$ cat src/rtl/ins_fetch_unit.sv
// rtl/ins_fetch_unit.sv - instruction RAM read initiator with credit-limited prefetch FIFO
// Optional same-cycle bypass of returning RAM data to the core: define FETCH_BYPASS_EN.
module ins_fetch_unit #(
    parameter int WIDTH      = 8,
    parameter int DEPTH      = 256,
    parameter int ADDR_WIDTH = $clog2(DEPTH),
    parameter int FIFO_DEPTH = 2
) (
    input  logic                  clk,
    input  logic                  rstN,
    input  logic                  start,
    input  logic [ADDR_WIDTH-1:0] start_addr,
    input  logic                  stop,
    input  logic                  jump,
    input  logic [ADDR_WIDTH-1:0] jump_addr,
    output logic [ADDR_WIDTH-1:0] mem_addr,
    input  logic [WIDTH-1:0]      mem_dataIn,
    output logic [WIDTH-1:0]      ins_out,
    output logic                  ins_valid,
    input  logic                  ins_ready,
    output logic                  busy
);
    localparam int PW = $clog2(FIFO_DEPTH);
    localparam int CW = PW + 1;
    localparam int UW = CW + 1;

    typedef enum logic {
        S_IDLE  = 1'b0,
        S_FETCH = 1'b1
    } state_t;

    state_t                state_q, state_d;
    logic [ADDR_WIDTH-1:0] pc_q, pc_d;
    logic                  inflight_q, inflight_d;
    logic [WIDTH-1:0]      fifo_q [FIFO_DEPTH];
    logic [WIDTH-1:0]      fifo_d [FIFO_DEPTH];
    logic [PW-1:0]         wr_ptr_q, wr_ptr_d;
    logic [PW-1:0]         rd_ptr_q, rd_ptr_d;
    logic [CW-1:0]         count_q, count_d;

    logic                  fetching;
    logic                  do_jump;
    logic                  flush;
    logic                  empty;
    logic                  byp_active;
    logic                  take;
    logic                  pop;
    logic                  push;
    logic                  credit_ok;
    logic                  issue;
    logic [ADDR_WIDTH-1:0] pc_inc;
    logic [UW-1:0]         used;
    logic [UW-1:0]         limit;

    assign fetching = (state_q == S_FETCH);
    assign do_jump  = jump && fetching && !stop;
    assign flush    = stop || do_jump;
    assign empty    = (count_q == '0);

`ifdef FETCH_BYPASS_EN
    // Returning word goes straight to the core when nothing older is queued.
    assign byp_active = empty && inflight_q && !flush;
`else
    assign byp_active = 1'b0;
`endif

    assign ins_valid = !empty || byp_active;
    assign take      = ins_valid && ins_ready && !flush;
    assign pop       = take && !empty;
    assign push      = inflight_q && !flush && !(byp_active && ins_ready);

    // A word consumed this cycle frees its slot in time for the read issued now.
    assign used      = UW'(count_q) + UW'(inflight_q);
    assign limit     = UW'(FIFO_DEPTH) + UW'(take);
    assign credit_ok = (used < limit);
    assign issue     = fetching && !jump && !stop && credit_ok;

    assign pc_inc   = (pc_q == ADDR_WIDTH'(DEPTH - 1)) ? '0 : pc_q + ADDR_WIDTH'(1);
    assign mem_addr = pc_q;
    assign busy     = fetching;

    always_comb begin
        ins_out = '0;
        if (byp_active) begin
            ins_out = mem_dataIn;
        end else if (!empty) begin
            ins_out = fifo_q[rd_ptr_q];
        end
    end

    always_comb begin
        state_d    = state_q;
        pc_d       = pc_q;
        inflight_d = issue;
        if (stop) begin
            state_d = S_IDLE;
        end else if (!fetching && start) begin
            state_d = S_FETCH;
            pc_d    = start_addr;
        end else if (do_jump) begin
            pc_d = jump_addr;
        end else if (issue) begin
            pc_d = pc_inc;
        end
    end

    always_comb begin
        fifo_d   = fifo_q;
        wr_ptr_d = wr_ptr_q;
        rd_ptr_d = rd_ptr_q;
        count_d  = count_q;
        if (flush) begin
            wr_ptr_d = '0;
            rd_ptr_d = '0;
            count_d  = '0;
        end else begin
            if (push) begin
                fifo_d[wr_ptr_q] = mem_dataIn;
                wr_ptr_d         = wr_ptr_q + PW'(1);
            end
            if (pop) begin
                rd_ptr_d = rd_ptr_q + PW'(1);
            end
            count_d = count_q + CW'(push) - CW'(pop);
        end
    end

    always_ff @(posedge clk or negedge rstN) begin
        if (!rstN) begin
            state_q    <= S_IDLE;
            pc_q       <= '0;
            inflight_q <= 1'b0;
            wr_ptr_q   <= '0;
            rd_ptr_q   <= '0;
            count_q    <= '0;
            for (int i = 0; i < FIFO_DEPTH; i++) begin
                fifo_q[i] <= '0;
            end
        end else begin
            state_q    <= state_d;
            pc_q       <= pc_d;
            inflight_q <= inflight_d;
            wr_ptr_q   <= wr_ptr_d;
            rd_ptr_q   <= rd_ptr_d;
            count_q    <= count_d;
            fifo_q     <= fifo_d;
        end
    end
endmodule

$ cat config.mk
export PLATFORM = sky130hd
export DESIGN_NAME = ins_fetch_unit
export DESIGN_NICKNAME = d
export VERILOG_FILES = /design/src/rtl/ins_fetch_unit.sv
export SDC_FILE = /design/constraint.sdc
export NUM_CORES = 1
export LEC_CHECK = 0
export BUFFER_PORTS_ARGS = -buffer_cell sky130_fd_sc_hd__buf_2
export CORE_MARGIN = 1
export CORE_UTILIZATION = 29
export DETAILED_ROUTE_END_ITERATION = 6
export SYNTH_ARGS = -nofsm -noshare
export SYNTH_HDL_FRONTEND = slang
export SYNTH_SLANG_ARGS = --single-unit
export TNS_END_PERCENT = 50
$ cat constraint.sdc
create_clock -name clk -period 2.97 [get_ports clk]
set_input_delay 0.594 -clock clk [delete_from_list [all_inputs] [get_ports clk]]
set_output_delay 0.594 -clock clk [all_outputs]
set_load 0.05 [all_outputs]
### Word-level counts from Yosys, hierarchy flattened

Index checks and enable logic that the tools add are counted.

* word-level logic and storage cells: 66
* flip-flop bits (word level): 30
* bits of input ports: 30
* output and inout port bits: 18

* multiplexer cells: 18
* equality and inequality tests: 1
* bitwise gates (word level): 4
* magnitude comparators: 4
* add/subtract/negate cells: 7
* reductions and logical operators: 24

Operators with widths (number)
* 2-to-1 mux 8 bit: 9
* bitwise mux 16 bit: 1
* logical AND 1 bit: 11
* adder 8 x 1 -> 8 bit, second input constant: 1
* demux 8 bit (select 1 bit): 1
* == test 8 bit, second input constant: 1
* 2-to-1 mux 1 bit: 6
* nonzero test 2 bit: 3
* zero test 1 bit: 5
* greater-or-equal comparator 2 bit, second input constant: 2
* inverter 1 -> 2 bit: 2
* AND reduction 2 bit: 2
* adder 2 x 1 -> 3 bit: 1
* adder 2 x 1 -> 3 bit, first input constant: 1
* less-than comparator 3 bit: 1
* nonzero test 3 bit: 1
* adder 1 bit, second input constant: 2
* adder 2 x 1 -> 2 bit: 1
* zero test 2 bit: 1
* less-than comparator 2 x 1 -> 1 bit, second input constant: 1
* 2-to-1 mux 2 bit: 1
* inverter 1 bit: 2
* subtractor 2 x 1 -> 2 bit: 1
* logical OR 1 bit: 1

### Logic depth before layout (Yosys ltp)

* depth in word-level cells: 11
* depth in mapped cells: 9
* gate-level depth less buffers: 8

### Worst setup path after synthesis

OpenSTA, ideal clock, no wires.

* path type: register to register
* from: reg state_q, in the netlist busy
* to: reg pc_q[2], in the netlist mem_addr[2]
* buffers on the path: 2
* required time: 2.851 ns
* clock period less this slack: 2.215 ns
* setup slack: 0.755 ns
* stages on the path, launching flop included: 7
* arrival time: 2.097 ns
* setup time: 0.119 ns
* cells stage by stage: dfrtp_1 buf_4 or4b_4 a31o_1 a41o_4 buf_6 a21o_2

* longest elaborated chain between the ends: 10
* elaborated cells between the ends (all ways): 16
* those cells by class: add/sub (1); order compare (1); mux (2); reduce/logical (12)

Ends and longest elaborated chain
* from (decl): RTL line 32 `state_t state_q, state_d;`
* from (signal assigned): RTL line 140 `state_q <= state_d;`
* logical AND 1 bit (2 in series): RTL line 56 `assign do_jump = jump && fetching && !stop;`
* logical OR 1 bit: RTL line 57 `assign flush = stop || do_jump;`
* zero test 1 bit: RTL line 68 `assign take = ins_valid && ins_ready && !flush;`
* logical AND 1 bit: RTL line 68
* adder 2 x 1 -> 3 bit: RTL line 74 `assign limit = UW'(FIFO_DEPTH) + UW'(take);`
* less-than comparator 3 bit: RTL line 75 `assign credit_ok = (used < limit);`
* logical AND 1 bit: RTL line 76 `assign issue = fetching && !jump && !stop && credit_ok;`
* nonzero test 3 bit (no line)
* AND reduction 2 bit (no line)
* to (signal assigned): RTL line 141 `pc_q <= pc_d;`
* to (decl): RTL line 33 `logic [ADDR_WIDTH-1:0] pc_q, pc_d;`

Parallel ways exist; a longest one is shown, timed or not.
A chain may end at the register's enable or synchronous reset.

### Worst setup path after layout

* from: reg count_q[0]
* to: out ins_out[1]

* longest elaborated chain between the ends: 2

Ends and longest elaborated chain
* from (decl): RTL line 39 `logic [CW-1:0] count_q, count_d;`
* from (signal assigned): RTL line 145 `count_q <= count_d;`
* zero test 2 bit: RTL line 58 `assign empty = (count_q == '0);`
* 2-to-1 mux 8 bit: RTL line 86 `end else if (!empty) begin`
* to (decl): RTL line 18 `output logic [WIDTH-1:0] ins_out,`

Every way passes these cells.

==> flow_summary.toml <==
[logic_synthesis]
netlist_area_um2 = 1670
ys_seq_area_frac = 0.450
synthXorXnorAreaFrac = 0.0315
synth_top_area_cell = "dfrtp_1"
ys_ff_latch = 30
synth_cells = 162
ys_top_cells_by_area = "dfrtp_1 45%, mux2_2 11%, mux2i_1 4.8%"
synthSimpleGateAreaFrac = 0.148
synthAdderAreaFrac = 0.0375
syn_nets = 197
synth_top_family_by_area = "multiplexers"
synth_top_area_frac = 0.450
synth-compound-area-share = 0.146
synth.area.mux_share = 0.156
ys_types = 39
yosys_warnings = 0
synth_area_per_cell_um2 = 10.3

[die]
die_height_um = 77.9
num_rows = 27
die_w_um = 77.9
core_um2 = 5540
dieArea_um2 = 6060
start_util = 0.301
ios = 48

[route]
via_per_inst = 4.86
wl_per_cell_um = 13.1
drtIter0Drc = 66
post-route-drc-count = 0
vias = 1366
ant_nets = 0
drtPass1Iterations = 4
totalWireLength_um = 3680

[critical_path]
start_kind = "flip-flop"
crit_path_frequent_cell = "nor2_1"
cp_slowest_stage_delay_ns = 0.55
path_max_fanout = 9
crit_required_ns = 2.38
critical_path_arrival_ns = 1.61
worstPathCellList = "nor2_1, nor2_1, buf_2"
slowest_stage = "nor2_1"
criticalPathCategory = "flip-flop to primary output"
cp-end-kind = "primary output"

[place]
dpl.hpwl_um = 2710
placed_cells = 273
placed_cell_area_um2 = 1950
io_buffers = 47
globalplace.congestion = 0.770

[global_route]
grt_pass1_vias = 1327
grt_pass1_wl_um = 6030
grt_usage = 0.129
grt_start_max_net_pins = 31
grt-ovfl-total = 0
antenna_found_initial = 0

[power_and_ir_drop]
p_total_w = 0.00126
power_leakage_nw = 0.985
peakVddDrop_mv = 0.212
p_per_area_nw_per_um2 = 620

[cts]
path_clk_slew_ns = 0.06
ctsHoldBuffers = 0
clockRootBuffer = "clkbuf_8"
cts.sink_count = 30
cts_buffers = 5
clock_path_buffers = 2
clk_latency_ns = 0.27
cts_resized = 0
cts_tree = "done"
htreeDepth = 2
cts_setup_buffers = 0

[timing]
finalClockSkew_ns = 0.00251
tightest_slew_ns = 0.674
fmax_mhz = 453
fin_crit_ns = 2.21
rsz0062_at_grt = "false"
period_share = 0.743
hold_violations = 0
timing.final.max_slew_violations = 0
finalSetupViolCount = 0
slew_headroom = 0.549
tns_ns = 0

[job]
maxCapViolations = 0

[run_status]
status = "finished clean"

[layout]
synthToLayoutAreaGrowth_pct = 22.3
antennaDiodeCount = 0
layout-drive-gt1-share = 0.373
final_util = 0.368
final_cells = 281
layout_common_cells = "47 x buf_2, 30 x dfrtp_1, 19 x nor2_1"
fin_nets = 243
fillCellCount = 582
layout_commonest_cell = "buf_2"
final_area_um2 = 2040

[worst_hold_path]
min-delay-path-class = "input pin to async pin"
## area by class of cell
cell class	count	area, um2	share of cell area
well taps	72	90.1	0.0441
repair buffers	47	235	0.115
flip-flops and latches	30	751	0.368
clock inverters	1	5.00	0.00245
multi-input cells	122	866	0.424
clock buffers	7	86.3	0.0423
inverters	2	7.51	0.00368
## synthesized netlist by cell type
library cell and number:
or3_1 2, inv_1 2, ha_1 5, nand4_1 1, o31ai_1 2, and3b_2 1, a21oi_1 9, nand3b_1 1
a211oi_1 3, or4b_4 1, nor3b_1 1, and2_1 1, buf_6 1, dfrtp_1 30, nor3_1 3, a22o_2 1
buf_1 1, xor2_1 3, nor2_1 19, and3_1 1, xnor2_1 3, nand3_1 5, o311a_1 1, nor2b_1 1
a31o_1 1, a31oi_1 1, o22ai_1 1, o21ai_0 13, nand4b_1 1, buf_4 2, nand2_1 10, a41o_4 1
nand2b_1 1, mux2_2 16, a21o_2 3, o211ai_1 1, or2_2 1, clkbuf_1 4, mux2i_1 8
## metrics by stage
| step | hold slack [ns] | setup WS, ns |
|---|---|---|
| after detailed placement | 0.493 | 0.763 |
| final | 0.348 | 0.763 |
| after global routing | 0.404 | 0.575 |
| after CTS | 0.370 | 0.758 |
| after global placement | 0.487 | 0.795 |
| after floorplan | 0.298 | 0.755 |
## report_power, final
group	internal (W)	switching [W]
Sequential	0.000481	0.0000732
Clock	0.000186	0.000141
Combinational	0.000138	0.000245
## kinds of logic (layout without fill, tap and decap cells)
group                    Yosys count  after routing
AO/OA/AOI/OAI                     37             37
XOR/XNOR                           6              6
adder cells (fa/ha/maj)            5              5
buffers and inverters             10             57
flip-flops                        30             30
multiplexers                      24             24
AND/OR/NAND/NOR                   50             50
## sequential cells by signal, indices dropped and copies added (netlist names)
name / flops
busy: 1
count_q: 2
fifo_q: 16
inflight_q: 1
mem_addr: 8
rd_ptr_q: 1
wr_ptr_q: 1
## final timing paths
kind / startpoint / to / slack [ns] / depth (start not counted)
max in group asynchronous: rstN / busy / 2.20 / 1
worst max register to register: inflight_q / mem_addr[4] / 0.77 / 7
worst min-delay path: rstN / fifo_q[2] / 0.35 / 1
worst max-delay path: count_q[0] / ins_out[1] / 0.76 / 3
min in group clk: fifo_q[5] / fifo_q[5] / 0.51 / 1
worst min register to register: fifo_q[5] / fifo_q[5] / 0.51 / 1
## critical path: cells and delay by family, from the launching register on
| family | cells | cell delay (ns) |
|---|---|---|
| simple gates | 2 | 0.68 |
| flops | 1 | 0.41 |
| buf+inv | 1 | 0.24 |
## metal layers
layer / up-vias / GRT usage / share of wire / routed length (um)
li1: 678 / - / - / -
met1: 662 / 0.162 / 0.46 / 1690
met2: 18 / 0.212 / 0.50 / 1830
met3: 8 / 0.0200 / 0.022 / 82
met4: 0 / 0.0698 / 0.021 / 78
met5: - / 0 / 0 / 0
(Power assumes the default switching activity.)
